[src/rtl/mem_access_unit.sv]
// ---------------------------------------------------------------------------
// mem_access_unit
//
// Bridges MIPS load/store requests (lb/lbu/lh/lhu/lw/sb/sh/sw) coming out of
// the EX/MEM pipeline register onto a word-only DataMemory port.
//   - Loads read the containing word, then extract and sign/zero-extend the
//     addressed byte or halfword (big-endian lane order).
//   - Word stores are a single write cycle.
//   - Sub-word stores are read-modify-write: read the word, splice in the new
//     byte/halfword, write the word back.
//   - The pipeline is stalled while an access is in flight.
//
// Parameters
//   READ_WAIT    cycles memRead/memAddress are held before memReadData is
//                sampled (1..15)
//
// Ports
//   clk          clock
//   rst          asynchronous, active-low reset
//   reqValid     EX/MEM holds a memory instruction
//   reqStore     1 = store, 0 = load
//   reqSize      00 byte, 01 halfword, 10/11 word
//   reqUnsigned  zero-extend loads (lbu/lhu)
//   reqAddr      byte address
//   reqWData     store data (sub-word data in the low bits)
//   stall        hold the pipeline
//   ldData       extended load result (registered, holds last value)
//   ldValid      ldData valid this cycle (registered, only in DONE)
//   misaligned   alignment exception (combinational, IDLE only)
//   memAddress   word address to DataMemory, low 2 bits always 00
//   memWriteData word to DataMemory
//   memWrite     DataMemory write enable
//   memRead      DataMemory read enable
//   memReadData  DataMemory read data
// ---------------------------------------------------------------------------
module mem_access_unit #(
    parameter int READ_WAIT = 2
) (
    input  logic        clk,
    input  logic        rst,
    input  logic        reqValid,
    input  logic        reqStore,
    input  logic [1:0]  reqSize,
    input  logic        reqUnsigned,
    input  logic [31:0] reqAddr,
    input  logic [31:0] reqWData,
    output logic        stall,
    output logic [31:0] ldData,
    output logic        ldValid,
    output logic        misaligned,
    output logic [31:0] memAddress,
    output logic [31:0] memWriteData,
    output logic        memWrite,
    output logic        memRead,
    input  logic [31:0] memReadData
);

    // -----------------------------------------------------------------------
    // State encoding
    // -----------------------------------------------------------------------
    localparam logic [1:0] ST_IDLE  = 2'd0;
    localparam logic [1:0] ST_READ  = 2'd1;
    localparam logic [1:0] ST_WRITE = 2'd2;
    localparam logic [1:0] ST_DONE  = 2'd3;

    // Counter value on the final READ cycle, where memReadData is sampled.
    localparam logic [3:0] LAST_WAIT = 4'(READ_WAIT - 1);

    // -----------------------------------------------------------------------
    // Registers
    // -----------------------------------------------------------------------
    logic [1:0]  r_state;
    logic [3:0]  r_wait_cnt;

    // Captured request. Only the byte offset and the low 16 data bits are
    // kept: the word address lives in r_mem_addr, and full-word store data
    // is loaded straight into r_mem_wdata at acceptance.
    logic        r_store;
    logic [1:0]  r_size;
    logic        r_unsigned;
    logic [1:0]  r_offset;
    logic [15:0] r_wdata;

    // Registered outputs
    logic [31:0] r_ld_data;
    logic        r_ld_valid;
    logic [31:0] r_mem_addr;
    logic [31:0] r_mem_wdata;
    logic        r_mem_write;
    logic        r_mem_read;

    // -----------------------------------------------------------------------
    // Request decode (live inputs, only meaningful in IDLE)
    // -----------------------------------------------------------------------
    logic w_req_half;
    logic w_req_word;
    logic w_req_misaligned;
    logic w_idle;
    logic w_accept;
    logic w_word_store;

    assign w_req_half       = (reqSize == 2'b01);
    assign w_req_word       = reqSize[1];           // 11 behaves as word
    assign w_req_misaligned = (w_req_half && reqAddr[0]) ||
                              (w_req_word && (reqAddr[1:0] != 2'b00));
    assign w_idle           = (r_state == ST_IDLE);

    // rst is folded in so stall/misaligned read 0 while reset is held,
    // even with a request sitting on the inputs.
    assign w_accept     = rst && w_idle && reqValid && !w_req_misaligned;
    assign w_word_store = reqStore && w_req_word;

    assign misaligned = rst && w_idle && reqValid && w_req_misaligned;
    assign stall      = w_accept ||
                        (rst && ((r_state == ST_READ) || (r_state == ST_WRITE)));

    // -----------------------------------------------------------------------
    // Captured-size decode (valid from READ onwards)
    // -----------------------------------------------------------------------
    logic w_cap_byte;
    logic w_cap_half;
    logic w_read_last;

    assign w_cap_byte  = (r_size == 2'b00);
    assign w_cap_half  = (r_size == 2'b01);
    assign w_read_last = (r_state == ST_READ) && (r_wait_cnt == LAST_WAIT);

    // -----------------------------------------------------------------------
    // Read-modify-write merge.
    // Lane gi is bits [8*gi+7 : 8*gi]. Big-endian: byte offset 0 is lane 3,
    // halfword offset 0 covers lanes 3 and 2.
    // -----------------------------------------------------------------------
    logic [31:0] w_merged;

    generate
        for (genvar gi = 0; gi < 4; gi++) begin : g_lane
            localparam logic [1:0] LANE_OFS = 2'(3 - gi);
            localparam logic       HALF_OFS = (gi < 2) ? 1'b1 : 1'b0;
            localparam bit         HALF_HI  = (gi % 2 == 1);

            logic w_byte_hit;
            logic w_half_hit;

            assign w_byte_hit = w_cap_byte && (r_offset == LANE_OFS);
            assign w_half_hit = w_cap_half && (r_offset[1] == HALF_OFS);

            // Within a halfword the upper lane takes wdata[15:8].
            assign w_merged[8*gi +: 8] =
                w_byte_hit ? r_wdata[7:0] :
                w_half_hit ? (HALF_HI ? r_wdata[15:8] : r_wdata[7:0]) :
                             memReadData[8*gi +: 8];
        end
    endgenerate

    // -----------------------------------------------------------------------
    // Load extraction and extension
    // -----------------------------------------------------------------------
    logic [7:0]  w_ld_byte;
    logic [15:0] w_ld_half;
    logic [31:0] w_ld_ext;

    always_comb begin
        w_ld_byte = 8'h00;
        case (r_offset)
            2'd0:    w_ld_byte = memReadData[31:24];
            2'd1:    w_ld_byte = memReadData[23:16];
            2'd2:    w_ld_byte = memReadData[15:8];
            default: w_ld_byte = memReadData[7:0];
        endcase

        w_ld_half = r_offset[1] ? memReadData[15:0] : memReadData[31:16];

        if (w_cap_byte) begin
            w_ld_ext = {{24{!r_unsigned && w_ld_byte[7]}}, w_ld_byte};
        end else if (w_cap_half) begin
            w_ld_ext = {{16{!r_unsigned && w_ld_half[15]}}, w_ld_half};
        end else begin
            w_ld_ext = memReadData;
        end
    end

    // -----------------------------------------------------------------------
    // FSM and registered outputs.
    // The strobes are set on the edge that enters their state and cleared on
    // the edge that leaves it, so memRead and memWrite are never high
    // together and both drop straight to 0 on reset.
    // -----------------------------------------------------------------------
    always_ff @(posedge clk or negedge rst) begin
        if (!rst) begin
            r_state     <= ST_IDLE;
            r_wait_cnt  <= 4'd0;
            r_store     <= 1'b0;
            r_size      <= 2'b00;
            r_unsigned  <= 1'b0;
            r_offset    <= 2'b00;
            r_wdata     <= 16'h0000;
            r_ld_data   <= 32'h0000_0000;
            r_ld_valid  <= 1'b0;
            r_mem_addr  <= 32'h0000_0000;
            r_mem_wdata <= 32'h0000_0000;
            r_mem_write <= 1'b0;
            r_mem_read  <= 1'b0;
        end else begin
            // ldValid is a single-cycle pulse that only lands in DONE.
            r_ld_valid <= 1'b0;

            case (r_state)
                ST_IDLE: begin
                    if (w_accept) begin
                        r_store    <= reqStore;
                        r_size     <= reqSize;
                        r_unsigned <= reqUnsigned;
                        r_offset   <= reqAddr[1:0];
                        r_wdata    <= reqWData[15:0];
                        r_mem_addr <= {reqAddr[31:2], 2'b00};
                        r_wait_cnt <= 4'd0;
                        if (w_word_store) begin
                            // No read needed: write the word directly.
                            r_mem_wdata <= reqWData;
                            r_mem_write <= 1'b1;
                            r_state     <= ST_WRITE;
                        end else begin
                            r_mem_read <= 1'b1;
                            r_state    <= ST_READ;
                        end
                    end
                end

                ST_READ: begin
                    if (w_read_last) begin
                        // memReadData is sampled here straight into the
                        // register that consumes it: the merged word for a
                        // sub-word store, or the extended result for a load.
                        r_mem_read <= 1'b0;
                        r_wait_cnt <= 4'd0;
                        if (r_store) begin
                            r_mem_wdata <= w_merged;
                            r_mem_write <= 1'b1;
                            r_state     <= ST_WRITE;
                        end else begin
                            r_ld_data  <= w_ld_ext;
                            r_ld_valid <= 1'b1;
                            r_state    <= ST_DONE;
                        end
                    end else begin
                        r_wait_cnt <= r_wait_cnt + 4'd1;
                    end
                end

                ST_WRITE: begin
                    r_mem_write <= 1'b0;
                    r_state     <= ST_DONE;
                end

                default: begin
                    // DONE: the request is still on the inputs but has been
                    // served; ignore it and return to IDLE.
                    r_state <= ST_IDLE;
                end
            endcase
        end
    end

    assign ldData       = r_ld_data;
    assign ldValid      = r_ld_valid;
    assign memAddress   = r_mem_addr;
    assign memWriteData = r_mem_wdata;
    assign memWrite     = r_mem_write;
    assign memRead      = r_mem_read;

endmodule

[config.mk]
export PLATFORM = sky130hd
export DESIGN_NAME = mem_access_unit
export DESIGN_NICKNAME = d
export VERILOG_FILES = /design/src/rtl/mem_access_unit.sv
export SDC_FILE = /design/constraint.sdc
export NUM_CORES = 1
export LEC_CHECK = 0
export ABC_AREA = 1
export CORE_UTILIZATION = 50
export CTS_BUF_LIST = sky130_fd_sc_hd__clkbuf_16
export DETAILED_ROUTE_END_ITERATION = 10
export GPL_TIMING_DRIVEN = 0
export PLACE_DENSITY = 0.84
export SYNTH_ARGS = -nofsm -noshare
export SYNTH_HDL_FRONTEND = slang
export SYNTH_SLANG_ARGS = --single-unit
[constraint.sdc]
create_clock -name clk -period 3.35 [get_ports clk]
set_input_delay 1.005 -clock clk [delete_from_list [all_inputs] [get_ports clk]]
set_output_delay 1.005 -clock clk [all_outputs]
set_load 0.005 [all_outputs]
## Yosys cells after proc, flatten, opt, wreduce, memory -nomap -nowiden

Cells that the tools add are included.

- Bits in registers: 125

- Muxes and demuxes: 37
- Bitwise logic cells: 2
- Eq/ne operators: 13
- Add/sub/neg operators: 1
- Reduce and logical (&&, ||, !) cells: 35

Operators by type and width:

| cell | number |
|---|---|
| 32-bit 2-to-1 mux | 6 |
| 8-bit 2-to-1 mux | 8 |
| 32-bit case mux with 2 select lines | 1 |
| 8-bit case mux with 3 select lines | 1 |
| 1-bit logical AND | 17 |
| 16-bit 2-to-1 mux | 1 |
| 1-bit 2-to-1 mux | 11 |
| 5-bit AND reduction | 2 |
| 2-bit by 1-bit equality test with 1-bit output (second input constant) | 4 |
| 4-bit 2-to-1 mux | 2 |
| 4-bit case mux with 2 select lines | 1 |
| 2-bit equality test (second input constant) | 3 |
| 2-bit logical NOT | 3 |
| 2-bit 2-to-1 mux | 3 |
| 2-bit inequality test (second input constant) | 3 |
| 2-bit case mux with 3 select lines | 1 |
| 2-bit AND reduction | 3 |
| 4-bit by 1-bit adder with 4-bit output (second input constant) | 1 |
| 4-bit by 1-bit equality test with 1-bit output (second input constant) | 1 |
| 2-bit by 1-bit inequality test with 1-bit output (second input constant) | 2 |
| 4-bit AND reduction | 1 |
| 2-bit nonzero test | 2 |
| 1-bit logical OR | 3 |
| 1-bit case mux with 3 select lines | 1 |
| 5 further kinds | 7 |

## Logic depth before layout (Yosys ltp)

- Depth in word-level cells: 7
- Depth in mapped cells: 12

## Least setup slack after synthesis

OpenSTA, ideal clock, no wires.

- Kind: input -> output
- From: input port reqAddr[1]
- To: output port stall
- Data required time: 2.345 ns
- Stages: 6
- Data arrival time: 1.649 ns
- Setup slack: 0.696 ns
- Cell sequence: nand2_1 > nand2_1 > o21ai_2 > nand2_2 > clkbuf_1 > nand2_1

- Cells in the longest elaborated chain, start to end: 6

RTL lines:

| what | line | text |
|---|---|---|
| from (decl) | 45 | `input logic [31:0] reqAddr,` |
| 2-bit nonzero test | 105 | `(w_req_word && (reqAddr[1:0] != 2'b00));` |
| 1-bit logical AND | 105 |  |
| 1-bit logical OR | 104 | `assign w_req_misaligned = (w_req_half && reqAddr[0]) \|\|` |
| 1-bit logical NOT | 110 | `assign w_accept = rst && w_idle && reqValid && !w_req_misaligned;` |
| 1-bit logical AND | 110 |  |
| 1-bit logical OR | 114 | `assign stall = w_accept \|\|` |
| to (decl) | 47 | `output logic stall,` |

Every way passes these cells.

## Worst setup path after layout

- From: input port reqAddr[1]
- To: output port misaligned

- Cells in the longest elaborated chain, start to end: 4

RTL lines:

| what | line | text |
|---|---|---|
| 2-bit nonzero test | 105 |  |
| 1-bit logical AND | 105 |  |
| 1-bit logical OR | 104 |  |
| 1-bit logical AND | 113 | `assign misaligned = rst && w_idle && reqValid && w_req_misaligned;` |
| to (decl) | 50 | `output logic misaligned,` |

Every way passes these cells.

==> metrics.yaml <==
detailed_routing:
  vias: 7502
  drc: 0
  ant_nets: 0
  wirelength_um: 22900
  drt-wirelength-per-cell_um: 15.8
  drt-pass1-iter-count: 6
  viasPerCell: 5.19
  drt_iter0_drc: 592
sta:
  fmax_mhz: 308
  holdWs_ns: 0.403
  fin_skew_ns: 0.00773
  slew_viol_final: 0
  rsz0062_at_grt: "false"
  relSlewSlack_pct: 58.4
  worst_slack_ns: 0.107
  min_period_ns: 3.24
  hold_violations: 0
  worst_slew_pin_slew_ns: 0.624
  setup_viol: 0
  post-route-period-util_pct: 96.8
setup_path:
  crit_slowest_cell: "clkdlybuf4s50_1"
  cp-end-kind: "output port"
  crit_top_cell: "nand2_1"
  path_max_fanout: 10
  r2r_slack_ns: 1.22
  r2r-start: "r_state[0]"
  r2r-end: "memWriteData[2]"
  arrival_ns: 2.24
  path_cells: "clkdlybuf4s50_1 -> nand2_1 -> nand2_1 -> o21ai_4 -> buf_4 -> nor3_1 -> clkbuf_2"
  crit_type: "in -> out"
  max_stage_delay_ns: 0.50
  worstRegToRegCells: 12
  required_ns: 2.34
  cp-start-kind: "input port"
global_routing:
  grt_pass1_wl_um: 36200
  grt_pass1_vias: 7230
  grt_start_max_net_pins: 45
  antenna_found_initial: 0
  grt_overflow: 0
  grt_usage_pct: 32.6
clock_network:
  cts_tree: "done"
  cts_hold_buf: 0
  insertion_delay_ns: 0.43
  clock-root-buffer: "clkbuf_16"
  clkTransAtPathRegs_ns: 0.06
  clockBufferDepth: 2
  cts_sinks: 125
  numCtsBuffers: 17
  cts_max_level: 4
yosys:
  ys_warn_count: 0
  post_synth.cell_area_avg_um2: 6.86
  synth_most_common_cell: "nand2_1"
  netlist_instances: 1028
  yosys-top-cells-count: "494 x nand2_1, 125 x dfrtp_1, 121 x nand3_1, 80 x inv_1, 39 x a21oi_1"
  synth_top_area_share_pct: 44.4
  synth_seq_cells: 125
  synth_area_um2: 7050
  ys_types: 26
  synth_flop_cell: "dfrtp_1"
  synth_area_leader_cell: "dfrtp_1"
  synthTopCellsByArea: "dfrtp_1 44%, nand2_1 26%, nand3_1 8.6%, inv_1 4.3%, a21oi_1 2.8%"
  ys_async_sr_fraction_pct: 100
  ys_seq_area_share_pct: 44.4
  synth_edf_count: 0
layout:
  areaGrowthSynthToFinish_pct: 42.7
  multiInputGateArea_um2: 3290
  seqCellArea_um2: 3130
  drive_gt1_share_pct: 7.50
  final_cells: 1446
  nNetsFinal: 1362
  final_util_pct: 72.7
  fin_area_um2: 10100
  antenna_cells: 0
  fillers: 1119
power_and_ir_drop:
  leakage_uw: 0.00536
  intPower_uw: 5450
  ir_drop_mv: 0.451
  pwr-share-seq_pct: 29.7
  p_comb_share_pct: 48.9
  p_per_area_nw_per_um2: 896
  p_clk_share_pct: 21.4
  swShare_pct: 39.5
  switchingPower_uw: 3560
placement:
  post-place-ws_ns: -0.830
  port-buffer-count: 201
  dp_hpwl_um: 16800
  dp_cells: 1411
  dpl_cell_area_um2: 9320
  place.gp.congestion: 0.997
floorplanning:
  coreArea_um2: 13800
  ios: 204
  dieArea_um2: 14600
  rows: 43
  die_h_um: 121
  start_util_pct: 51.0
  die_w_um: 121
hold_path:
  hold_class: "in -> async"
job:
  cap_violations: 0
status:
  status: "complete, no violations"
==> per-layer routing <==
| layer | vias up | GRT usage [%] | share of wire, % |
|---|---|---|---|
| li1 | 3654 | - | - |
| met3 | 54 | 8.63 | 9.2 |
| met4 | 0 | 14.8 | 3.2 |
| met2 | 369 | 53.4 | 47 |
| met5 | - | 0 | 0 |
| met1 | 3425 | 40.2 | 41 |
==> cells by family after synthesis <==
logic type	synth area share, %
AND/OR/NAND/NOR	39.3
adder cells (fa/ha/maj)	1.07
buffers and inverters	9.30
other	0.0532
AO/OA/AOI/OAI	5.63
XOR/XNOR	0.249
flip-flops	44.4
==> registers in the layout, summed over array words and instances (netlist names) <==
name          flops
ldData           32
memWriteData     32
memAddress       30
r_wdata          16
r_wait_cnt        4
r_offset          2
r_size            2
r_state           2
ldValid           1
memRead           1
memWrite          1
r_store           1
r_unsigned        1
==> worst max-delay path by stage <==
stage,from,end,slack [ns],depth (start not counted)
2_1_floorplan,reqAddr[1],stall,0.70,6
6_report,reqAddr[1],misaligned,0.11,7
4_1_cts,rst,stall,-0.16,7
5_1_grt,reqAddr[1],misaligned,0.03,7
3_5_place_dp,rst,stall,-0.83,8
3_3_place_gp,rst,stall,-5.17,7
==> cells in the final DEF, fill, tap and decap left out, drive strengths merged <==
cell	instances
bufbuf	2
inv	90
clkinv	5
nand3b	1
conb	2
o211ai	7
a21oi	39
buf	45
xor2	2
clkbuf	36
dlymetal6s2s	1
nand4	11
clkinvlp	2
nand2	499
o21ai	29
nand3	125
bufinv	3
dfrtp	125
ha	6
clkdlybuf4s50	197
dlygate4sd2	1
nor3	1
nor2	37
==> repair_timing <==
| item | CTS | global route |
|---|---|---|
| buffers inserted | 0 | 1 |
| endpoints found under the hold margin | 0 | 0 |
| gates resized for setup | 9 | 5 |
| setup endpoints to repair | 2 | 2 |
| pin swaps | 0 | 1 |
| gates cloned | 2 | 1 |
==> power groups by stage <==
stage	Sequential, µW	Combinational (µW)	Clock [µW]
finish	2680	4410	1930
global route	2750	4920	2010
CTS	2670	4390	1930
detailed placement	2670	4330	0
global placement	2660	4250	0
floorplan	2650	2310	0
==> worst max-delay path, delay by kind of cell <==
kind / cells / cell delay (ns)
AND/OR/NAND/NOR: 3 / 0.31
buffers and inverters: 3 / 0.83
AO/OA/AOI/OAI: 1 / 0.09
==> through the flow <==
step / total power (µW) / setup TNS, ns
final: 9010 / 0
after global routing: 9680 / 0
after CTS: 8980 / -0.164
after detailed placement: 7000 / -1.22
after global placement: 6910 / -817.56
after floorplan: 4960 / 0
==> final cells by class <==
class | instances | area share (%)
Tap cell | 180 | 2.24
Timing Repair Buffer | 206 | 21.4
Inverter | 85 | 3.17
Sequential cell | 125 | 31.1
Clock inverter | 15 | 1.87
Buffer | 59 | 3.35
Clock buffer | 17 | 4.23
Multi-Input combinational cell | 759 | 32.7
Note: power is estimated with default switching activity, not from simulation.
